$ cat src/rtl/cam_alloc_pkg.sv
// Shared types for the cam write-side allocator.
// State encoding and request op codes.
package cam_alloc_pkg;

    typedef enum logic [2:0] {
        INIT,
        IDLE,
        SEARCH,
        WRITE,
        RESP
    } state_t;

    localparam logic OP_INSERT = 1'b0;
    localparam logic OP_DELETE = 1'b1;

endpackage

$ cat src/rtl/cam_alloc_pri_enc.sv
// Lowest-set-bit priority encoder.
// Returns the index of the lowest set request bit and a found flag.
module cam_alloc_pri_enc #(
    parameter int DEPTH = 32,
    localparam int ADDR = $clog2(DEPTH)
) (
    input  logic [DEPTH-1:0] req,
    output logic [ADDR-1:0]  idx,
    output logic             found
);

    // Scan from the top so the lowest set bit wins.
    always_comb begin
        idx   = '0;
        found = 1'b0;
        for (int i = DEPTH - 1; i >= 0; i--) begin
            if (req[i]) begin
                idx   = ADDR'(i);
                found = 1'b1;
            end
        end
    end

endmodule

$ cat src/rtl/cam_alloc.sv
// Write-side owner of one cam: search-before-write insert/delete,
// free-entry allocation and round-robin eviction when full.
module cam_alloc
    import cam_alloc_pkg::*;
#(
    parameter int              DATA      = 32,
    parameter int              DEPTH     = 32,
    parameter logic [DATA-1:0] TOMBSTONE = {DATA{1'b1}},
    localparam int             ADDR      = $clog2(DEPTH)
) (
    input  logic            clk,
    input  logic            reset,
    input  logic            req_valid,
    output logic            req_ready,
    input  logic            req_op,
    input  logic [DATA-1:0] req_data,
    output logic            resp_valid,
    output logic [ADDR-1:0] resp_addr,
    output logic            resp_hit,
    output logic            resp_evict,
    output logic            resp_err,
    output logic            cam_we_,
    output logic [DATA-1:0] cam_wm,
    output logic [DATA-1:0] cam_wd,
    output logic [ADDR-1:0] cam_waddr,
    output logic            cam_re_,
    output logic [DATA-1:0] cam_rm,
    output logic [DATA-1:0] cam_rd,
    input  logic            cam_match,
    input  logic            cam_multi,
    input  logic [ADDR-1:0] cam_raddr,
    output logic [ADDR:0]   count,
    output logic            full
);

    state_t            state, state_nx;
    logic [DEPTH-1:0]  valid;
    logic [ADDR-1:0]   victim;
    logic [ADDR-1:0]   init_ptr;
    logic              op_q;
    logic [DATA-1:0]   key_q;
    logic [ADDR-1:0]   addr_q;
    logic              hit_q;
    logic              evict_q;
    logic              err_q;
    logic [ADDR-1:0]   free_idx;
    logic              free_found;
    logic              hit;
    logic              bad;
    logic              need_write;

    cam_alloc_pri_enc #(.DEPTH(DEPTH)) u_pri_enc (
        .req   (~valid),
        .idx   (free_idx),
        .found (free_found)
    );

    assign full   = (count == (ADDR+1)'(DEPTH));
    assign hit    = cam_match & valid[cam_raddr];
    assign bad    = (key_q == TOMBSTONE) | (hit & cam_multi);
    assign cam_wm = '0;
    assign cam_rm = '0;

    // Insert misses and delete hits are the only searches that write.
    always_comb begin
        need_write = 1'b0;
        if (!bad) begin
            if (op_q == OP_INSERT)
                need_write = !hit;
            else
                need_write = hit;
        end
    end

    // State register.
    always_ff @(posedge clk) begin
        if (reset)
            state <= INIT;
        else
            state <= state_nx;
    end

    // Next-state selection.
    always_comb begin
        state_nx = state;
        unique case (state)
            INIT:    if (init_ptr == ADDR'(DEPTH - 1)) state_nx = IDLE;
            IDLE:    if (req_valid) state_nx = SEARCH;
            SEARCH:  state_nx = need_write ? WRITE : RESP;
            WRITE:   state_nx = RESP;
            RESP:    state_nx = IDLE;
            default: state_nx = INIT;
        endcase
    end

    // Request latch, search decision and allocation bookkeeping.
    always_ff @(posedge clk) begin
        if (reset) begin
            valid    <= '0;
            count    <= '0;
            victim   <= '0;
            init_ptr <= '0;
            op_q     <= OP_INSERT;
            key_q    <= '0;
            addr_q   <= '0;
            hit_q    <= 1'b0;
            evict_q  <= 1'b0;
            err_q    <= 1'b0;
        end else begin
            unique case (state)
                INIT: init_ptr <= init_ptr + ADDR'(1);
                IDLE: begin
                    if (req_valid) begin
                        op_q  <= req_op;
                        key_q <= req_data;
                    end
                end
                SEARCH: begin
                    addr_q  <= '0;
                    hit_q   <= 1'b0;
                    evict_q <= 1'b0;
                    err_q   <= 1'b0;
                    if (bad) begin
                        err_q <= 1'b1;
                    end else if (hit) begin
                        hit_q  <= 1'b1;
                        addr_q <= cam_raddr;
                    end else if (op_q == OP_INSERT) begin
                        if (!full && free_found) begin
                            addr_q <= free_idx;
                        end else begin
                            addr_q  <= victim;
                            evict_q <= 1'b1;
                        end
                    end
                end
                WRITE: begin
                    if (op_q == OP_INSERT) begin
                        valid[addr_q] <= 1'b1;
                        if (evict_q) begin
                            if (victim == ADDR'(DEPTH - 1))
                                victim <= '0;
                            else
                                victim <= victim + ADDR'(1);
                        end else begin
                            count <= count + (ADDR+1)'(1);
                        end
                    end else begin
                        valid[addr_q] <= 1'b0;
                        count         <= count - (ADDR+1)'(1);
                    end
                end
                default: ;
            endcase
        end
    end

    // Cam strobes and response outputs; all idle while reset is high.
    always_comb begin
        req_ready  = 1'b0;
        resp_valid = 1'b0;
        resp_addr  = '0;
        resp_hit   = 1'b0;
        resp_evict = 1'b0;
        resp_err   = 1'b0;
        cam_we_    = 1'b1;
        cam_wd     = '0;
        cam_waddr  = '0;
        cam_re_    = 1'b1;
        cam_rd     = '0;
        if (!reset) begin
            unique case (state)
                INIT: begin
                    cam_we_   = 1'b0;
                    cam_waddr = init_ptr;
                    cam_wd    = TOMBSTONE;
                end
                IDLE: req_ready = 1'b1;
                SEARCH: begin
                    cam_re_ = 1'b0;
                    cam_rd  = key_q;
                end
                WRITE: begin
                    cam_we_   = 1'b0;
                    cam_waddr = addr_q;
                    cam_wd    = (op_q == OP_DELETE) ? TOMBSTONE : key_q;
                end
                RESP: begin
                    resp_valid = 1'b1;
                    resp_addr  = addr_q;
                    resp_hit   = hit_q;
                    resp_evict = evict_q;
                    resp_err   = err_q;
                end
                default: ;
            endcase
        end
    end

endmodule
$ cat config.mk
export PLATFORM = sky130hd
export DESIGN_NAME = cam_alloc
export DESIGN_NICKNAME = d
export VERILOG_FILES = /design/src/rtl/cam_alloc_pkg.sv /design/src/rtl/cam_alloc_pri_enc.sv /design/src/rtl/cam_alloc.sv
export SDC_FILE = /design/constraint.sdc
export NUM_CORES = 1
export LEC_CHECK = 0
export BUFFER_PORTS_ARGS = -buffer_cell sky130_fd_sc_hd__buf_4
export CAP_MARGIN = 20
export CORE_MARGIN = 2
export CORE_UTILIZATION = 38
export DETAILED_ROUTE_END_ITERATION = 8
export PLACE_DENSITY_LB_ADDON = 0.05
export RECOVER_POWER = 50
export SLEW_MARGIN = 0
export SYNTH_ARGS = -nofsm -noshare
export SYNTH_HDL_FRONTEND = slang
export SYNTH_SLANG_ARGS = --single-unit
$ cat constraint.sdc
create_clock -name clk -period 4 [get_ports clk]
set_input_delay 0.2 -clock clk [delete_from_list [all_inputs] [get_ports clk]]
set_output_delay 0.2 -clock clk [all_outputs]
set_load 0.02 [all_outputs]
-- Yosys cells after proc, flatten, opt, wreduce, memory -nomap -nowiden
Index checks and enable logic that the tools add are counted.
- register bits: 92
- logic and storage cells: 159
- add/sub/neg operators: 4
- order comparisons: 3
- eq/ne operators: 11
- mux-type cells: 112
- bitwise logic cells: 8
- reduce and logical (&&, ||, !) cells: 10
- operators with widths (cell ; number):
    5-bit two-way mux ; 40
    32-bit two-way mux ; 5
    32-bit inverter ; 2
    32-bit case mux with 2 select lines ; 1
    1-bit two-way mux ; 57
    32-bit bitwise AND ; 1
    32-bit == test (second input constant) ; 1
    32-bit bitwise OR ; 1
    3-bit case mux with 5 select lines ; 1
    5-bit by 6-bit < comparator with 1-bit output (second input constant) ; 2
    6-bit two-way mux ; 2
    5-bit by 1-bit adder with 5-bit output (second input constant) ; 2
    5-bit == test (second input constant) ; 2
    5-bit case mux with 2 select lines ; 1
    3-bit two-way mux ; 3
    6-bit by 1-bit adder with 6-bit output (second input constant) ; 1
    3-bit by 2-bit == test with 1-bit output (second input constant) ; 2
    6-bit == test (second input constant) ; 1
    2-bit != test (second input constant) ; 3
    2-bit AND reduction ; 3
    6-bit by 1-bit subtractor with 6-bit output (second input constant) ; 1
    1-bit binary-select mux with 5-bit select ; 1
    1-bit demux with 5-bit select ; 1
    5-bit by 1-bit greater-or-equal comparator with 1-bit output (second input constant) ; 1
    other kinds (10) ; 13

-- Longest topological paths before layout
Gate-level depths: netlist of the first run.
- depth in word-level cells: 38
- gate-level depth with buffers: 9
- gate-level depth less buffers: 8

-- Modules after synthesis
Synthesis of the first run repeated with hierarchy kept, for this count alone.
- cells, all modules: 796
- area total of the unflattened synthesis: 5856.9 um^2
- modules (own cells, without submodules) (module ; instances ; cells each ; area an instance (um^2) ; sequential area each (um^2)):
    cam_alloc ; 1 ; 731 ; 5486.5 ; 1841.8
    cam_alloc_pri_enc ; 1 ; 65 ; 370.4 ; 0.0

-- Worst setup path before layout of the first run
OpenSTA, ideal clock, no wires.
- path kind: register to output
- start: register state[1]
- end: output port resp_addr[0]
- data arrival time: 2.010 ns
- required time: 3.800 ns
- setup slack: 1.790 ns
- stages on the path, launching flop included: 4
- cells stage by stage: dfxtp_1 > clkbuf_1 > nor4b_1 > and2_1
- cells in the longest elaborated chain, start to end: 3
- RTL lines (element ; line ; RTL):
    start: declaration ; cam_alloc.sv:36 ; state_t state, state_nx;
    start signal: assignment ; cam_alloc.sv:80 ; state <= state_nx;
    3-bit == test ; cam_alloc.sv:172 ; unique case (state)
    5-bit two-way mux ; cam_alloc.sv:172 ;
    5-bit two-way mux ; cam_alloc.sv:171 ; if (!reset) begin
    end: declaration ; cam_alloc.sv:18 ; output logic [ADDR-1:0] resp_addr,
No other way between the ends.

-- Worst setup path in the final report of the first run
- start: register state[1]
- end: register addr_q[0]
- cells in the longest elaborated chain, start to end: 1
- RTL lines (element ; line ; RTL):
    3-bit by 2-bit == test with 1-bit output ; cam_alloc.sv:110 ; unique case (state)
    end signal: assignment ; cam_alloc.sv:127 ; addr_q <= cam_raddr;
    end signal: assignment ; cam_alloc.sv:130 ; addr_q <= free_idx;
    end signal: assignment ; cam_alloc.sv:132 ; addr_q <= victim;
    end: declaration ; cam_alloc.sv:42 ; logic [ADDR-1:0] addr_q;
No other way between the ends.
A chain may end at the register's enable or synchronous reset.

==> flow_summary_export.csv, run 1 <==
group,metric,value,unit
outcome,status,"finished with violations",
outcome,violations,"capacitance limit, slew limit",
drt,vias_per_cell,5.17,
drt,drc,0,
synth,async_reset_ff_frac,0,
pwr,swShare,0.241,
synth,synth-edff-count,0,
drt,dr.pass1.iters,5,
pwr,fin_total_pwr,0.00213,W
synth,yosys_most_used_dff,"dfxtp_1",
cts,cts_buffers,9,
cts,cts_max_path_buffers,2,
sta,hold_slack,0.0936,ns
synth,postSynthCellCount,782,
sta,period_share,0.742,
global_routing,antenna_found_initial,0,
floorplan,num_rows,44,
floorplan,start_util,0.391,
sta,max_freq,0.337,GHz
drt,via_count,5536,
sta,fin_skew,0.0102,ns
synth,synth_top_family_by_area,"simple AND/OR/NAND/NOR gates",
cts,clk_pin_slew,0.07,ns
cts,cts_tree,"done",
synth,synth_top_area_share,0.322,
pwr,p_leak,2.78,nW
pwr,power.density,311,nW/um2
pwr,peakVddDrop,0.000169,V
floorplan,die_h,127,um
pwr,p_sw,0.000514,W
worst_hold_path,hold_class,"in2reg",
cells_and_area,layout-drive-gt1-share,0.163,
drt,wl_met3,714,um
cells_and_area,instances_no_fill,1071,
pwr,intPower,0.00162,W
sta,min_period,2.97,ns
cells_and_area,areaGrowthSynthToFinish,19.5,%
cells_and_area,nets,934,
synth,ys_types,59,
pwr,clockPowerShare,0.469,
critical_path,cp.arrival,3.24,ns
cts,post_cts_resized,0,
floorplan,die_w,127,um
sta,finalSetupViolCount,0,
synth,synthAdderAreaFrac,0.0210,
synth,syn_area,5730,um2
drt,wl,16.6,mm
drt,routedWlPerCell,15.5,um
critical_path,startpoint_type,"flop",
synth,yosysSeqAreaShare,0.322,
drt,met2_length,7.90,mm
placed_design,place_hpwl,11.8,mm
cells_and_area,fillCellCount,1503,
critical_path,crit_path_end_kind,"flop",
cells_and_area,antenna_cells,0,
synth,yosys.area_share.simple,0.301,
global_routing,grt_pass1_vias,5177,
drt,first_iter_violations,378,
synth,ys_ff_latch,92,
critical_path,required,4.27,ns
flow_run,max_cap_viol_count,1,
placed_design,numPortBuffers,130,
synth,avgSynthCellArea,7.32,um2
drt,top_layer,"met4",
cts,htreeDepth,3,
critical_path,critPathKind,"reg2reg",
pwr,seqPwrFrac,0.433,
global_routing,grt_overflow,0,
placed_design,routabilityCongestion,0.854,
floorplan,io_pins,195,
placed_design,placed_cells,1053,
cts,clk_latency,0.35,ns
global_routing,grt.total_usage,0.205,
drt,ant_nets,0,
sta,drv_slew,34,
synth,synth-xor-area-share,0.0122,
sta,hold_violations,0,
synth,synth-compound-area-share,0.165,
sta,rsz0062_at_grt,"false",
cts,holdBufCountCts,0,
global_routing,grt_max_degree,98,
drt,wl_met1,7.69,mm
synth,synth_mux_area_frac,0.0507,
global_routing,grt_pass1_wl,26.7,mm
synth,yosysTopAreaCell,"dfxtp_1",
cts,cts.sinks,92,
cts,root_buffer,"clkbuf_16",
sta,final.setup.tns,0,ns
floorplan,die-area,16100,um2
synth,ys_warn_count,0,
sta,relSlewSlack,-0.0138,
pwr,comb_power_share,0.098,
sta,tightest_slew,1.52,ns
critical_path,cp_max_fo,33,
cts,post-cts-setup-buffers,0,
floorplan,core_area,14600,um2
synth,synth_area_leaders,"dfxtp_1 (32%), buf_4 (8.4%), nor2_1 (7.4%), a21oi_1 (7.1%), nand2_1 (6.4%)",
## layer usage
metal,global-route usage,vias up
li1,-,2748
met2,0.332,166
met5,0,-
met1,0.277,2605
met4,0.0601,0
met3,0.0392,17
## stage by stage
stage / util / instance area, um2 / setup WS, ns
after global placement: 0.446 / 6530 / 1.63
after detailed placement: 0.446 / 6530 / 1.54
final: 0.467 / 6840 / 1.03
after floorplan: - / 5960 / 1.79
after CTS: 0.469 / 6880 / 1.22
after global routing: 0.467 / 6840 / 0.736
## final timing paths
path	end	slack (ns)	cells past startpoint	startpoint
worst min-delay path	key_q[31]	0.09	3	req_data[31]
worst max register to register	addr_q[0]	1.03	8	state[1]
worst min register to register	key_q[9]	0.48	2	key_q[9]
worst max-delay path	addr_q[0]	1.03	8	state[1]
## final cells by class
| type | instances | area, um2 | area share |
|---|---|---|---|
| Clock inverter | 6 | 111 | 0.0163 |
| Inverter | 14 | 52.6 | 0.00768 |
| Timing Repair Buffer | 137 | 981 | 0.143 |
| Clock buffer | 10 | 239 | 0.0349 |
| Tap cell | 184 | 230 | 0.0336 |
| Multi-Input combinational cell | 628 | 3390 | 0.495 |
| Sequential cell | 92 | 1840 | 0.269 |
## cells in the mapped netlist, drive strengths merged, types with 10 or more instances
library cell / instances
or3: 32
nand4: 19
mux2i: 20
dfxtp: 92
clkbuf: 41
nor2b: 10
and2: 43
nor2: 113
a21oi: 81
o21ai: 47
nand3: 10
inv: 14
nand2: 97
buf: 70
## logic make-up after synthesis
group           after synthesis
simple gates                357
compound gates              166
xor+xnor                      8
flops                        92
mux                          24
other cells                   1
buf+inv                     125
fa+ha+maj                     9
## worst max-delay path, cell delays in order (launching register included)
cell      delay [ns]
dfxtp_1         0.54
nand2_1         0.23
nor2_1          0.13
clkbuf_1        0.92
inv_1           0.26
nor2_1          0.42
and4b_1         0.26
a21oi_1         0.04
o21ai_0         0.09
## power groups by stage
stage / combinational (W) / clock (W) / sequential, W
5_1_grt: 0.000225 / 0.00106 / 0.000922
2_1_floorplan: 0.000182 / 0 / 0.000942
3_5_place_dp: 0.000209 / 0 / 0.000943
4_1_cts: 0.000209 / 0.00102 / 0.000922
3_3_place_gp: 0.000208 / 0 / 0.000943
6_report: 0.000209 / 0.00100 / 0.000922
## cells in the final DEF (no fill, tap or decap), types with 3 or more instances in the layout
cell type	n
a22oi_1	8
and2_0	24
buf_4	118
inv_1	14
nand3_1	10
mux2i_1	20
a31oi_1	4
nor3_1	7
nand3b_1	4
a211oi_1	4
ha_1	8
or3_1	32
clkbuf_1	18
mux4_2	4
nand2b_1	3
bufinv_16	3
clkbuf_16	9
a21oi_1	81
or4_1	3
nand2_1	97
conb_1	64
nor2b_1	9
xnor2_1	6
nand4_1	19
and2_1	19
nor2_1	113
o21ai_0	47
dfxtp_1	92
and3_1	5
Power figures use the tool's default switching activity.
==> run 2, diff against run 1 <==
ABC_AREA = 1   (was default)
clock period = 2.8 ns   (was 4 ns; I/O delays follow)
==> flow_summary_export.csv, run 2 <==
group,metric,value,unit
drt,ant_nets,0,
synth,synth_top_area_share,0.336,
floorplan,io_pins,195,
global_routing,groute.layer.met3.usage,0.0417,
sta,tightest_slew,1.04,ns
cells_and_area,nets,985,
synth,synth_common_cells,"a21oi_1 (124), nor2_1 (109), nand2_1 (102)",
pwr,peakVddDrop,0.000350,V
placed_design,dp_slack,0.447,ns
global_routing,grt_overflow,0,
global_routing,antenna_found_initial,0,
sta,hold_violations,0,
synth,syn_area,5490,um2
sta,max_freq,0.415,GHz
drt,wl,15.9,mm
global_routing,grt_pass1_wl,24.7,mm
floorplan,die-area,15400,um2
placed_design,numPortBuffers,130,
cts,cts_buffers,9,
global_routing,grt_max_degree,67,
cells_and_area,layout-drive-gt1-share,0.160,
cts,root_buffer,"clkbuf_16",
global_routing,grt_pass1_vias,4922,
synth,ys_ff_latch,92,
synth,synth.most_common_cell,"a21oi_1",
floorplan,start_util,0.392,
cells_and_area,layout_commonest_cell,"a21oi_1",
pwr,p_leak,2.62,nW
cts,cts_max_path_buffers,2,
synth,avgSynthCellArea,6.71,um2
floorplan,die_h,124,um
synth,ys_warn_count,0,
floorplan,core_area,14000,um2
cts,post-cts-setup-buffers,0,
global_routing,grtUsageMet2,0.344,
synth,yosysSeqAreaShare,0.336,
drt,routedWlPerCell,14.2,um
cts,clk_latency,0.35,ns
global_routing,grt_util_met1,0.263,
drt,first_iter_violations,335,
sta,finalSetupViolCount,0,
synth,synth-edff-count,0,
synth,ys_types,35,
placed_design,routabilityCongestion,0.870,
global_routing,grt.total_usage,0.205,
sta,rsz0062_at_grt,"false",
drt,dr.pass1.iters,5,
drt,drc,0,
cells_and_area,fin_util,0.470,
sta,min_period,2.41,ns
synth,postSynthCellCount,818,
floorplan,num_rows,43,
sta,period_share,0.861,
cts,post_cts_resized,0,
cts,clk_pin_slew,0.06,ns
cts,holdBufCountCts,0,
sta,final.setup.tns,0,ns
synth,async_reset_ff_frac,0,
critical_path,startpoint_type,"flop",
critical_path,crit_path_end_kind,"output port",
cts,cts_tree,"done",
sta,fin_skew,0.00889,ns
global_routing,grt-busiest-layer,"met2",
synth,synth_area_leaders,"dfxtp_1 (34%), a21oi_1 (11%), buf_4 (9.0%), nor2_1 (7.5%), o21ai_0 (7.0%)",
synth,yosys_most_used_dff,"dfxtp_1",
placed_design,place_hpwl,12.0,mm
critical_path,cp.arrival,2.27,ns
critical_path,required,2.66,ns
synth,yosysTopAreaCell,"dfxtp_1",
cells_and_area,areaGrowthSynthToFinish,19.9,%
cts,cts.sinks,92,
cells_and_area,antenna_cells,0,
cells_and_area,layout_common_cells,"a21oi_1 (124), buf_4 (115), nor2_1 (108)",
drt,vias_per_cell,4.97,
sta,fin_ws,0.390,ns
pwr,power.density,432,nW/um2
floorplan,die_w,124,um
cells_and_area,fillCellCount,1488,
critical_path,cp_max_fo,32,
outcome,status,"finished clean",
critical_path,critPathKind,"reg2out",
sta,relSlewSlack,0.307,
flow_run,max_cap_viol_count,0,
drt,via_count,5558,
sta,drv_slew,0,
cts,htreeDepth,3,
worst_hold_path,hold_class,"in2reg",
run 2: cell count changes in the layout (fill, tap and decap cells not counted), moves of 9 or more:
cell,previous run,this run
a21oi_1,81,124
a311oi_1,1,15
and2_0,24,0
and2_1,19,0
clkbuf_1,18,27
inv_1,14,81
inv_2,0,9
mux2i_1,20,0
nand3_1,10,24
nor2b_1,9,0
nor3_1,7,16
o21ai_0,47,79
or3_1,32,0
run 2: final timing paths:
check,slack [ns],depth (start not counted),start,to
setup / recovery,0.39,8,state[0],cam_wd[31]
hold / removal,0.07,3,req_data[11],key_q[11]
setup reg to reg,0.43,13,flop,state[0]
hold reg to reg,0.47,2,evict_q,evict_q
run 2: power by group:
part	switching (W)	internal, W	total, W
Combinational	0.000220	0.000111	0.000332
Clock	0.000520	0.000676	0.00120
Sequential	0.00000352	0.00131	0.00132
run 2: metrics by stage:
step                cell area [um2]  power, W  std cells  hold slack [ns]
floorplan                      5720   0.00163        881            0.333
global placement               6390   0.00167       1101            0.422
detailed placement             6400   0.00168       1102            0.427
CTS                            6690   0.00288       1118           0.0635
global route                   6580   0.00297       1118           0.0788
finish                         6580   0.00284       1118           0.0740
run 2: worst max-delay path, stage by stage, from the launching register on:
cell	delay (ns)
dfxtp_1	0.33
nor2_1	0.13
inv_1	0.06
nor2_1	0.09
clkbuf_1	0.42
nor2_2	0.04
clkbuf_2	0.38
a21oi_1	0.28
buf_4	0.17
run 2: cells by family (layout without fill, tap and decap cells):
group                    after synthesis  after routing  synth area share
AO/OA/AOI/OAI                        245            245             0.245
adder cells (fa/ha/maj)                9              9            0.0219
flip-flops                            92             92             0.336
buffers and inverters                196            253             0.183
other                                  1             64          0.000683
XOR/XNOR                               5              5           0.00798
AND/OR/NAND/NOR                      270            270             0.205
run 2: routing by layer:
metal | routed length [um] | vias up
met5 | 0 | -
met4 | 316 | 0
met3 | 1000 | 28
met2 | 7460 | 193
met1 | 7110 | 2498
li1 | - | 2839
run 2: final cells by class:
| type | instances | area (um2) | share of cell area |
|---|---|---|---|
| Timing Repair Buffer | 145 | 991 | 0.151 |
| Clock buffer | 13 | 270 | 0.0411 |
| Inverter | 92 | 359 | 0.0546 |
| Multi-Input combinational cell | 593 | 2870 | 0.437 |
| Tap cell | 180 | 225 | 0.0342 |
| Clock inverter | 3 | 18.8 | 0.00285 |
| Sequential cell | 92 | 1840 | 0.280 |
